===== src/rtl/demux_pkg.sv =====
// demux_pkg: shared constants and types for the 1-to-4 dispatcher
package demux_pkg;
  localparam int NCH = 4;
  localparam int WIDTH_DEF = 64;
  localparam int CNT_W_DEF = 16;
  typedef logic [1:0] chan_idx_t;
endpackage


===== src/rtl/dispatch_slot.sv =====
// dispatch_slot: single-entry output slot with full flag, data register and transfer counter
module dispatch_slot
  import demux_pkg::*;
#(
  parameter int WIDTH = WIDTH_DEF,
  parameter int CNT_W = CNT_W_DEF
) (
  input  logic             clk,
  input  logic             rst,
  input  logic             i_load,
  input  logic [WIDTH-1:0] i_data,
  input  logic             i_ready,
  output logic             o_valid,
  output logic [WIDTH-1:0] o_data,
  output logic [CNT_W-1:0] o_cnt
);
  logic             r_full;
  logic [WIDTH-1:0] r_data;
  logic [CNT_W-1:0] r_cnt;
  logic             w_drain;
  assign w_drain = r_full && i_ready;
  assign o_valid = r_full;
  assign o_data  = r_data;
  assign o_cnt   = r_cnt;
  // load wins over drain so a same-cycle replace keeps the slot full without a bubble
  always_ff @(posedge clk) begin
    if (rst) begin
      r_full <= 1'b0;
      r_data <= '0;
      r_cnt  <= '0;
    end else begin
      if (i_load) begin
        r_full <= 1'b1;
        r_data <= i_data;
      end else if (w_drain) begin
        r_full <= 1'b0;
      end
      if (w_drain) r_cnt <= r_cnt + 1'b1;
    end
  end
endmodule


===== src/rtl/demux4_dispatch_64.sv =====
// demux4_dispatch_64: registered 1-to-4 dispatcher with per-channel valid/ready slots
module demux4_dispatch_64
  import demux_pkg::*;
#(
  parameter int WIDTH = WIDTH_DEF,
  parameter int CNT_W = CNT_W_DEF
) (
  input  logic               clk,
  input  logic               rst,
  input  logic               in_valid,
  output logic               in_ready,
  input  logic [WIDTH-1:0]   in_data,
  input  logic               S0,
  input  logic               S1,
  output logic [NCH-1:0]     out_valid,
  input  logic [NCH-1:0]     out_ready,
  output logic [WIDTH-1:0]   O0,
  output logic [WIDTH-1:0]   O1,
  output logic [WIDTH-1:0]   O2,
  output logic [WIDTH-1:0]   O3,
  output logic [NCH*CNT_W-1:0] xfer_cnt
);
  chan_idx_t        w_idx;
  logic             w_accept;
  logic [WIDTH-1:0] w_data [NCH];
  assign w_idx = {S1, S0};
  // reset forces ready so upstream sees the dispatcher as empty while it clears
  assign in_ready = rst || !out_valid[w_idx] || out_ready[w_idx];
  assign w_accept = in_valid && in_ready && !rst;
  genvar k;
  generate
    for (k = 0; k < NCH; k++) begin : g_slot
      dispatch_slot #(.WIDTH(WIDTH), .CNT_W(CNT_W)) u_slot (
        .clk     (clk),
        .rst     (rst),
        .i_load  (w_accept && (w_idx == chan_idx_t'(k))),
        .i_data  (in_data),
        .i_ready (out_ready[k]),
        .o_valid (out_valid[k]),
        .o_data  (w_data[k]),
        .o_cnt   (xfer_cnt[k*CNT_W +: CNT_W])
      );
    end
  endgenerate
  assign O0 = w_data[0];
  assign O1 = w_data[1];
  assign O2 = w_data[2];
  assign O3 = w_data[3];
endmodule

===== config.mk =====
export PLATFORM = sky130hd
export DESIGN_NAME = demux4_dispatch_64
export DESIGN_NICKNAME = d
export VERILOG_FILES = /design/src/rtl/demux_pkg.sv /design/src/rtl/dispatch_slot.sv /design/src/rtl/demux4_dispatch_64.sv
export SDC_FILE = /design/constraint.sdc
export NUM_CORES = 1
export LEC_CHECK = 0
export BUFFER_PORTS_ARGS = -buffer_cell sky130_fd_sc_hd__buf_4
export CAP_MARGIN = 5
export CELL_PAD_IN_SITES_DETAIL_PLACEMENT = 2
export CELL_PAD_IN_SITES_GLOBAL_PLACEMENT = 2
export CORE_ASPECT_RATIO = 0.8
export CORE_MARGIN = 2
export CORE_UTILIZATION = 25
export CTS_CLUSTER_SIZE = 24
export DETAILED_ROUTE_END_ITERATION = 10
export GPL_TIMING_DRIVEN = 1
export PLACE_DENSITY_LB_ADDON = 0.15
export SLEW_MARGIN = 20
export SYNTH_ARGS = -nofsm -noshare
export SYNTH_HDL_FRONTEND = slang
export SYNTH_SLANG_ARGS = --single-unit

===== constraint.sdc =====
create_clock -name clk -period 1.7 [get_ports clk]
set_input_delay 0.34 -clock clk [delete_from_list [all_inputs] [get_ports clk]]
set_output_delay 0.34 -clock clk [all_outputs]
set_load 0.02 [all_outputs]

=== After elaboration in Yosys (flattened, before gate mapping) ===
Cells that the tools add are included.

* Register bits after elaboration: 324
* Latch bits: 0
* Bits in writable memories: 0
* Memory bits (read-only): 0
* Input port bits: 73
* Memories kept: 0

* Add/subtract/negate cells: 4
* Multiply operators: 0
* Div/mod/pow operators: 0
* Order comparisons: 1
* Equal/unequal tests: 3
* Shifts and indexed selects: 0
* Multiplexer cells: 12
* Bitwise gates (word level): 0
* Reductions and logical operators: 19

{| class="wikitable"
|+ Operators with widths
! operator !! count
|-
| 16-bit by 1-bit adder with 16-bit output (second input constant) || 4
|-
| 1-bit logical AND || 10
|-
| 1-bit two-way mux || 10
|-
| 2-bit nonzero test || 4
|-
| 1-bit binary-select mux with 2-bit select || 2
|-
| 2-bit equality test (second input constant) || 2
|-
| 2-bit by 3-bit less-than comparator with 1-bit output (second input constant) || 1
|-
| 2-bit by 1-bit equality test with 1-bit output (second input constant) || 1
|-
| 1-bit zero test || 2
|-
| 2-bit zero test || 1
|-
| 1-bit logical OR || 2
|}

=== Logic depth before layout (Yosys ltp) ===
Gate-level depths: netlist of the first run.

* Depth in word-level cells: 9
* Depth in mapped cells: 7

=== Hierarchy ===
From an unflattened synthesis of the first run, not the netlist that was laid out.

* Cells, all modules: 1195
* Area, all modules: 12084.1 um^2

{| class="wikitable"
|+ Modules (own cells, without submodules)
! module !! instances !! cells an instance !! area an instance (um^2) !! sequential area each (um^2)
|-
| dispatch_slot || 4 || 295 || 2991.6 || 1621.6
|-
| demux4_dispatch_64 || 1 || 15 || 117.6 || 0.0
|}

=== Worst setup path after synthesis of the first run ===
OpenSTA, ideal clock, no wires.

* Path kind: register -> register
* From: register g_slot[1].u_slot.r_cnt[0]
* To: register g_slot[1].u_slot.r_cnt[14]
* Arrival time: 1.726 ns
* Path slack: -0.097 ns
* Cell stages (with the launch flop): 6
* Path buffers: 0
* Path through: dfxtp_1 ha_1 nand3_1 nor2_1 or4b_2 a21oi_1

* Longest elaborated chain between the ends: 1

{| class="wikitable"
|+ RTL lines
! what !! RTL line !! text
|-
| from (decl) || dispatch_slot.sv:19 || <nowiki>logic [CNT_W-1:0] r_cnt;</nowiki>
|-
| from (signal assigned) || dispatch_slot.sv:38 || <nowiki>if (w_drain) r_cnt <= r_cnt + 1'b1;</nowiki>
|-
| 16-bit by 1-bit adder with 16-bit output || dispatch_slot.sv:38 ||
|}

No other way between the ends.
A chain may end at the register's enable or synchronous reset.

=== Final worst setup path of the first run ===
* From: register g_slot[1].u_slot.r_full
* To: output in_ready

* Longest elaborated chain between the ends: 5

{| class="wikitable"
|+ RTL lines
! what !! RTL line !! text
|-
| from (decl) || dispatch_slot.sv:17 || <nowiki>logic r_full;</nowiki>
|-
| from (signal assigned) || dispatch_slot.sv:28 || <nowiki>r_full <= 1'b0;</nowiki>
|-
| from (signal assigned) || dispatch_slot.sv:33 || <nowiki>r_full <= 1'b1;</nowiki>
|-
| from (signal assigned) || dispatch_slot.sv:36 || <nowiki>r_full <= 1'b0;</nowiki>
|-
| 1-bit binary-select mux with 2-bit select || demux4_dispatch_64.sv:28 || <nowiki>assign in_ready = rst || !out_valid[w_idx] || out_ready[w_idx];</nowiki>
|-
| 1-bit two-way mux (implied by the code) || demux4_dispatch_64.sv:28 ||
|-
| 1-bit zero test || demux4_dispatch_64.sv:28 ||
|-
| 1-bit logical OR (2 in a row) || demux4_dispatch_64.sv:28 ||
|-
| to (decl) || demux4_dispatch_64.sv:11 || <nowiki>output logic in_ready,</nowiki>
|}

No other way between the ends. The select of a mux whose other input is x is not followed.

==> flow_summary.toml, run 1 <==
[logic_synthesis]
ys_types = 42
async_reset_ff_share_pct = 0
synth-seq-area-share_pct = 55.0
synthesis.nets = 1549
synthXorXnorAreaFrac_pct = 3.04
synth-edff-count = 0
synth-seq-cells = 324
yosysTopAreaCell = "dfxtp_1"
synthSimpleGateAreaFrac_pct = 24.6
synth_compound_area_share_pct = 12.8
netlist_area_sq_mm = 0.0118
synth_top_family_by_area = "simple AND/OR/NAND/NOR gates"
synth_top_area_share_pct = 55.0
synth.area.mux_share_pct = 0.286
synth.area.top_cells = "dfxtp_1, nand2_1, a21oi_1"
synth-adder-area-share_pct = 0.424
synthFlopType = "dfxtp_1"
synth_cells = 1472
yosys_warnings = 0
syn_avg_cell_area_sq_um = 8.02

[critical_path]
r2r_cells = 5
critical_path_arrival_ns = 1.89
path_cells = "nor2b_4 -> inv_1 -> mux4_2 -> or2_4 -> buf_6"
worstSetupStartpointType = "register"
slowest_delay_ns = 0.47
cp.required_ns = 1.36
end_kind = "output pin"
r2r_end = "g_slot[3].u_slot.o_cnt[14]"
crit_type = "reg -> out"
r2r_setup_slack_ns = 0.07
cp_max_fo = 2
cp_slowest_cell = "mux4_2"
r2r-start = "g_slot[3].u_slot.o_cnt[3]"

[timing]
timing.final.crit_share_pct = 131
fin_worst_skew_ns = 0.0243
min_period_ns = 2.23
timing.final.ws_setup_ns = -0.531
finalHoldViolCount = 0
drv_slew = 0
final.setup.tns_ns = -0.531
rsz0062_at_grt = "yes"
worst_slew_margin_rel_pct = 37.5
setup_violations = 1
worstMarginPinSlew_ns = 0.938
clock.fmax_mhz = 448

[grt]
busiest_layer = "met2"
grt_overflow = 0
grtUsageMet3_pct = 5.33
grt_pass1_wl_um = 77500
grt.total_usage_pct = 20.6
grtUsageMet1_pct = 26.5
met2_usage_pct = 33.9
grt_pass1_vias = 12720
grt_max_degree = 169
antenna_found_initial = 0

[floorplanning]
rows = 71
initial_core_util_pct = 25.2
die_h_um = 198
num_io_pins = 398
fp.coreArea_sq_mm = 0.0468
fp.dieW_um = 247
die_area_sq_mm = 0.0490

[min_path]
hp-start = "in_data[30]"
min_path_cells = 3
hold_path.class = "in -> reg"
hold_end = "g_slot[1].u_slot.o_data[30]"

[routing]
wl_per_cell_um = 20.2
vias = 11997
firstDrtPassIters = 4
drt-initial-drc-count = 345
via_per_inst = 4.68
antenna_left = 0
drt_wl_total_um = 51700
drc = 0

[placed_design]
placed_cells = 2487
place.gp.congestion = 0.773
hpwl_um = 35800
numPortBuffers = 397

[cts]
cts_root_buffer = "clkbuf_16"
cts_made_buffers = 40
htree_levels = 2
cts.sinks = 324
clkTransAtPathRegs_ns = 0.06
cts_tree = "yes"
holdBufCountCts = 0
clock_latency_ns = 0.56
clk_path_buf_depth = 3

[layout]
nets = 1991
area_delta_synth_final_pct = 49.2
final_cells = 2562
num-fill-cells = 5266
drive_gt1_share_pct = 31.4
antenna_cells = 0

[power_and_ir_drop]
power_density_mw_per_mm2 = 1010
power_leakage_nw = 6.99
irDropWorstVdd_mv = 0.676

[run_status]
status = "complete, but fails checks"
violations = "negative setup slack"

[flow_run]
maxCapViolCount = 0
## layout by cell type, fill, tap and decap left out, types with 4 or more instances in the layout
cell type,instances
nand2_1,541
buf_4,475
dfxtp_1,304
a21oi_1,280
nor2_1,46
clkbuf_16,43
xnor2_1,23
nand4_1,20
dfxtp_2,20
xor2_1,18
nand3_1,17
buf_12,17
clkbuf_8,13
nor3_1,12
o21ai_0,11
or3_1,11
inv_1,9
clkinv_2,7
and4_1,6
nor4_1,5
clkbuf_1,5
nand2b_1,4
## power by group
group          switching [mW]  total (mW)  internal (mW)
clock network            3.47        8.68           5.21
registers              0.0751        7.80           7.73
logic                   0.788        1.25          0.462
total                    4.33        17.7           13.4
## state kept, by name (all words and copies together) (netlist names)
signal,count
g_slot.u_slot.o_data,256
g_slot.u_slot.o_cnt,64
g_slot.u_slot.o_valid,4
## metal layers
metal,vias to the layer above,part of all wire (%)
li1,5717,-
met1,5968,45
met2,240,47
met3,72,5.9
met4,0,2.1
met5,-,0
## kinds of logic (layout without fill, tap and decap cells)
kind of cell,after synthesis,in the layout
compound gates,299,299
xor+xnor,41,41
fa+ha+maj,4,4
buf+inv,106,576
flops,324,324
mux,2,2
simple gates,696,696
## Yosys cell counts (7+ instances only)
cell and number:
nand2_1 541, clkbuf_1 70, and4_1 7, inv_1 10, a21oi_1 281, nor3_1 12, xor2_1 18, nand4_1 20
xnor2_1 23, o21ai_0 11, dfxtp_1 324, nand3_1 20, or3_1 13, buf_2 17, nor2_1 46, nor4_1 8
## metrics by stage
step | setup WS (ns) | hold slack [ns] | utilization (%) | cell area [sq um] | total power, mW
3_3_place_gp | -0.172 | 0.442 | 34.5 | 16100 | 9.20
4_1_cts | -0.577 | 0.0250 | 37.4 | 17500 | 18.0
6_report | -0.531 | 0.0575 | 37.6 | 17600 | 17.7
3_5_place_dp | -0.169 | 0.450 | 34.5 | 16100 | 9.23
5_1_grt | -0.594 | 0.0390 | 37.6 | 17600 | 18.5
2_1_floorplan | -0.0176 | 0.473 | - | 11800 | 8.49
## area by class of cell
class	count	area, sq um	area share, %
clock inverter	10	88.8	0.505
clock buffer	60	1250	7.09
timing repair buffer	496	3970	22.5
inverter	10	37.5	0.213
sequential	324	6510	37.0
multi-input combinational	1042	4970	28.3
tap	620	776	4.41
## critical path: cells and delay by family (launching register included)
kind                   cells  cell delay (ns)
buffers and inverters      2             0.18
DFF                        1             0.33
muxes                      1             0.47
and+or+nand+nor            2             0.39
## repair_timing
item | 4_1_cts | 5_1_grt
pin swaps | 0 | 4
setup buffers | 0 | 4
setup endpoints to repair | 29 | 45
resized for setup | 5 | 15
endpoints found under the hold margin | 0 | 0
gates cloned | 0 | 1
## how the worst max path moves through the flow
stage / end / slack [ns] / start / depth (start not counted)
5_1_grt: in_ready / -0.59 / g_slot[1].u_slot.o_valid / 5
6_report: in_ready / -0.53 / g_slot[1].u_slot.o_valid / 5
2_1_floorplan: g_slot[1].u_slot.o_cnt[14] / -0.02 / g_slot[1].u_slot.o_cnt[8] / 4
3_5_place_dp: in_ready / -0.17 / out_ready[0] / 5
4_1_cts: in_ready / -0.58 / g_slot[1].u_slot.o_valid / 5
3_3_place_gp: in_ready / -0.17 / out_ready[0] / 5
Note: power is estimated with default switching activity, not from simulation.
==> run 2, diff against run 1 <==
--- a/config.mk
+++ b/config.mk
@@ -16,6 +16,7 @@
 export DETAILED_ROUTE_END_ITERATION = 10
 export GPL_TIMING_DRIVEN = 1
 export PLACE_DENSITY_LB_ADDON = 0.15
+export REMOVE_ABC_BUFFERS = 1
 export SLEW_MARGIN = 20
 export SYNTH_ARGS = -nofsm -noshare
 export SYNTH_HDL_FRONTEND = slang
==> run 2 against run 1 <==
  * The run still ends with negative setup slack left
  * Worst setup slack worse by 0.0056 ns
  * Design area is 0.31% higher
  * Routed wire length hardly changed
  * Clock skew is 0.0088 ns lower
  * Clock power is 4.7% lower
  * First-iteration DRC count is 11% higher
  * Critical path depth stayed put
  * Die area stayed put
  * Largest cell class unchanged
  * Highest routed layer is now met5
==> flow_summary.toml, run 2 (synthesis results as in run 1) <==
[run_status]
status = "complete, but fails checks"
violations = "negative setup slack"

[critical_path]
cp_slowest_cell = "mux4_2"
path_cells = "nor2b_4 -> inv_2 -> mux4_2 -> or2_4 -> buf_6"
r2r_end = "g_slot[1].u_slot.o_data[54]"
r2r_setup_slack_ns = 0.04
crit_type = "reg -> out"
r2r_cells = 7
cpLargestDelayFamily = "multiplexers"
cp.required_ns = 1.36
critical_path_arrival_ns = 1.90
critPathBufInv = 2
slowest_delay_ns = 0.46
cp_max_fo = 2
end_kind = "output pin"
worstSetupStartpointType = "register"
r2r-start = "g_slot[1].u_slot.o_valid"

[timing]
timing.final.crit_share_pct = 132
drv_slew = 0
timing.final.ws_setup_ns = -0.536
clock.fmax_mhz = 447
finalHoldViolCount = 0
min_period_ns = 2.24
final.setup.tns_ns = -0.536
fin_worst_skew_ns = 0.0154
setup_violations = 1
worstMarginPinSlew_ns = 0.869
rsz0062_at_grt = "yes"
worst_slew_margin_rel_pct = 42.1
fin_hold_ws_ns = 0.0571

[routing]
highest_layer = "met5"
drt_wl_total_um = 51700
drt-initial-drc-count = 382
firstDrtPassIters = 4
wl_met2_um = 25100
drc = 0
antenna_left = 0
wl_per_cell_um = 20.1
wirelength_met1_um = 22000
wl_met3_um = 2790
via_per_inst = 4.67
vias = 12006

[power_and_ir_drop]
power.switching_mw = 4.20
power_density_mw_per_mm2 = 982
pwr-share-clk_pct = 47.7
sw_frac_of_total_pct = 24.3
total_power_mw = 17.3
p_seq_share_pct = 45.0
irDropWorstVdd_mv = 0.634
comb_power_share_pct = 7.2
power_leakage_nw = 7.00
p_int_mw = 13.1

[grt]
grt_overflow = 0
grt.total_usage_pct = 20.3
antenna_found_initial = 2
grt_pass1_wl_um = 76300
grt_pass1_vias = 12741
grt_max_degree = 139

[placed_design]
place.gp.congestion = 0.783
numPortBuffers = 397
placed_cells = 2498
hpwl_um = 36500

[layout]
drive_gt1_share_pct = 30.8
final_common_cell = "nand2_1"
area_delta_synth_final_pct = 49.7
layout_common_cells = "nand2_1, buf_4, dfxtp_1, a21oi_1, nor2_1"
largest_reg_flops = 256
nets = 1998
final_cells = 2570
num-fill-cells = 5233

[floorplanning]
fp.dieW_um = 247
num_io_pins = 398
die_area_sq_mm = 0.0490
initial_core_util_pct = 25.2
fp.coreArea_sq_mm = 0.0468
rows = 71
die_h_um = 198

[min_path]
min_path_cells = 3
hp-start = "in_data[37]"
hold_end = "g_slot[2].u_slot.o_data[37]"
hold_path.class = "in -> reg"

[cts]
holdBufCountCts = 0
cts.sinks = 324
cts_root_buffer = "clkbuf_16"
clkTransAtPathRegs_ns = 0.06
cts_made_buffers = 38
clk_path_buf_depth = 3
clock_latency_ns = 0.55
htree_levels = 2
cts_tree = "yes"

[flow_run]
maxCapViolCount = 0
==> run 2: cell count changes in the layout (fill, tap and decap cells not counted), moves of 3 or more <==
cell,previous run,this run
a21oi_1,280,277
a21oi_2,1,4
buf_12,17,25
clkbuf_1,5,12
clkbuf_16,43,39
clkbuf_8,13,9
clkinv_2,7,4
dfxtp_1,304,318
dfxtp_2,20,6
nor4_1,5,8
nor4_2,3,0
==> run 2: final cells by class <==
class / instances / area [sq um] / area share, %
Multi-Input combinational cell: 1042 / 4980 / 28.2
Inverter: 10 / 37.5 / 0.213
Clock inverter: 8 / 96.3 / 0.546
Tap cell: 620 / 776 / 4.39
Clock buffer: 60 / 1140 / 6.48
Timing Repair Buffer: 505 / 4130 / 23.4
Antenna cell: 1 / 2.50 / 0.0142
Sequential cell: 324 / 6490 / 36.8
==> run 2: worst max-delay path by stage <==
stage                             start                          to  cells past startpoint
5_1_grt        g_slot[1].u_slot.o_valid                    in_ready                      5
6_report       g_slot[1].u_slot.o_valid                    in_ready                      5
4_1_cts        g_slot[1].u_slot.o_valid                    in_ready                      5
3_5_place_dp               out_ready[1]                    in_ready                      6
2_1_floorplan  g_slot[3].u_slot.o_valid  g_slot[3].u_slot.o_data[0]                      4
3_3_place_gp               out_ready[1]                    in_ready                      6
==> run 2: worst reg2reg max path: stages, from the launching register on <==
cell and delay [ns]:
dfxtp_2 0.32, nor2b_4 0.13, buf_4 0.13, buf_4 0.14, or3_4 0.43, buf_12 0.20, nand2_1 0.10, a21oi_1 0.06
==> run 2: repair_timing <==
action	4_1_cts	5_1_grt
setup buffers	2	1
pin swaps	0	5
endpoints found under the setup margin	39	12
gates resized for setup	9	26
==> run 2: stage by stage <==
stage,utilization [%],cell area (sq um),worst slack [ns]
3_5_place_dp,34.8,16300,-0.340
3_3_place_gp,34.8,16300,-0.284
6_report,37.7,17700,-0.536
4_1_cts,37.5,17600,-0.584
2_1_floorplan,-,11400,-2.65
5_1_grt,37.7,17700,-0.597
==> run 2: power by group through the flow <==
stage | clock network, mW | registers, mW | logic [mW]
finish | 8.27 | 7.80 | 1.26
CTS | 8.58 | 7.80 | 1.28
global route | 8.90 | 7.81 | 1.35
detailed placement | 0 | 7.97 | 1.27
floorplan | 0 | 8.13 | 0.236
global placement | 0 | 7.96 | 1.24
==> run 2: layer usage <==
metal / up-vias / global-route usage, %
li1: 5741 / -
met1: 5934 / 24.2
met2: 245 / 34.9
met3: 84 / 5.12
met4: 2 / 7.99
met5: - / 0
==> run 3, diff against run 2 <==
--- a/config.mk
+++ b/config.mk
@@ -15,7 +15,7 @@
 export CTS_CLUSTER_SIZE = 24
 export DETAILED_ROUTE_END_ITERATION = 10
 export GPL_TIMING_DRIVEN = 1
-export PLACE_DENSITY_LB_ADDON = 0.15
+export PLACE_DENSITY_LB_ADDON = 0.1
 export REMOVE_ABC_BUFFERS = 1
 export SLEW_MARGIN = 20
 export SYNTH_ARGS = -nofsm -noshare
==> run 3 against run 2 <==
  * Via count hardly changed
  * The run still ends with negative setup slack left
  * Routed wire length is 1.5% higher
  * Combinational power barely moved
  * First-iteration DRC count rose by 5.2%
  * Worst hold slack better by 0.025 ns
  * Die area did not move
  * Total power is 0.64% higher
  * Clock skew fell by 0.0067 ns
==> flow_summary.toml, run 3 (synthesis results as in run 1) <==
[run_status]
status = "complete, but fails checks"
violations = "negative setup slack"

[placed_design]
numPortBuffers = 397
post_dp_cell_area_sq_mm = 0.0162
hpwl_um = 35700
place.gp.congestion = 0.783
placed_cells = 2490

[grt]
grt_overflow = 0
grt_pass1_vias = 12848
grt_max_degree = 128
grt_pass1_wl_um = 77100
antenna_found_initial = 1
grt.total_usage_pct = 20.5

[timing]
timing.final.ws_setup_ns = -0.503
drv_slew = 0
fin_worst_skew_ns = 0.00869
timing.final.crit_share_pct = 130
setup_violations = 1
rsz0062_at_grt = "yes"
finalHoldViolCount = 0
worstMarginPinSlew_ns = 0.708
worst_slew_margin_rel_pct = 52.8
min_period_ns = 2.20
final.setup.tns_ns = -0.503
clock.fmax_mhz = 454

[power_and_ir_drop]
total_power_mw = 17.4
sw_frac_of_total_pct = 23.9
p_int_mw = 13.3
pwr-share-clk_pct = 48.0
irDropWorstVdd_mv = 0.739
comb_power_share_pct = 7.3
power.switching_mw = 4.18
power_leakage_nw = 7.06
power_density_mw_per_mm2 = 982
p_seq_share_pct = 44.7

[critical_path]
r2r_setup_slack_ns = 0.03
crit_type = "reg -> out"
cp_max_fo = 2
cp.required_ns = 1.36
crit_path_start = "g_slot[1].u_slot.o_valid"
end_kind = "output pin"
critical_path_arrival_ns = 1.86
r2r-start = "g_slot[3].u_slot.o_cnt[0]"
r2r_end = "g_slot[3].u_slot.o_cnt[12]"
r2r_cells = 5
worstSetupStartpointType = "register"

[layout]
nets = 2003
largest_reg_flops = 256
layout_common_cells = "nand2_1, buf_4, dfxtp_1, a21oi_1"
num-fill-cells = 5249
antenna_cells = 0
area_delta_synth_final_pct = 50.5
final_common_cell = "nand2_1"
final_cells = 2569
drive_gt1_share_pct = 30.7
stdcell_area_sq_mm = 0.0178

[routing]
vias = 12016
antenna_left = 0
firstDrtPassIters = 4
drc = 0
drt-initial-drc-count = 402
via_per_inst = 4.68
drt_wl_total_um = 52400
wl_per_cell_um = 20.4

[cts]
cts.sinks = 324
cts_root_buffer = "clkbuf_16"
clk_path_buf_depth = 3
clock_latency_ns = 0.53
clkTransAtPathRegs_ns = 0.06
holdBufCountCts = 0
cts_tree = "yes"
cts_made_buffers = 39
htree_levels = 2

[min_path]
hold_path.class = "in -> reg"
min_path_cells = 3
hp-start = "in_data[39]"
hold_end = "g_slot[0].u_slot.o_data[39]"

[floorplanning]
die_area_sq_mm = 0.0490
initial_core_util_pct = 25.2
die_h_um = 198
num_io_pins = 398
rows = 71
fp.coreArea_sq_mm = 0.0468
fp.dieW_um = 247

[flow_run]
maxCapViolCount = 0
## run 3: cell types whose count changed in the layout (fill, tap and decap cells not counted), sizes merged
cell,delta
inv,-1
clkbuf,+3
bufinv,+1
clkinvlp,-1
clkinv,-2
diode,-1
## run 3: routing by layer
layer	track usage [%]	share of wire (%)	vias up
li1	-	-	5735
met1	24.7	43	5962
met2	35.9	49	250
met3	5.64	5.8	67
met4	5.31	2.2	2
met5	0	0.025	-
## run 3: repair_timing
action | 4_1_cts | 5_1_grt
buffers inserted | 3 | 10
cloned | 0 | 4
resized for setup | 9 | 28
setup endpoints to repair | 3 | 20
pin swaps | 2 | 8
## run 3: layout make-up
type	count	area, sq um	share of cell area, %
clock buffers	59	1140	6.44
clock inverters	5	100	0.564
multi-input cells	1042	4990	28.1
flip-flops and latches	324	6500	36.6
repair buffers	509	4210	23.7
well taps	620	776	4.37
inverters	10	37.5	0.211
## run 3: how the worst max path moves through the flow
stage,endpoint,cells after the start
after global routing,in_ready,5
after detailed placement,in_ready,6
final,in_ready,5
after global placement,in_ready,6
after floorplan,g_slot[3].u_slot.o_data[0],4
after CTS,in_ready,5
## run 3: through the flow
stage | hold WS, ns | util [%] | setup slack, ns
2_1_floorplan | 0.409 | - | -2.65
3_3_place_gp | 0.442 | 34.6 | -0.219
3_5_place_dp | 0.451 | 34.6 | -0.213
4_1_cts | 0.0492 | 37.4 | -0.525
5_1_grt | 0.0659 | 37.9 | -0.551
6_report | 0.0817 | 37.9 | -0.503
## run 3: worst max-delay path, cell delays in order (launching register included)
cell	delay [ns]
dfxtp_2	0.32
nor2b_4	0.14
inv_1	0.05
mux4_2	0.45
or2_4	0.24
buf_6	0.13
## run 3: power groups by stage
stage / sequential, mW / clock (mW) / combinational (mW)
floorplan: 8.13 / 0 / 0.236
global placement: 7.96 / 0 / 1.23
detailed placement: 7.97 / 0 / 1.26
CTS: 7.80 / 8.65 / 1.27
global route: 7.81 / 8.96 / 1.37
finish: 7.80 / 8.37 / 1.27
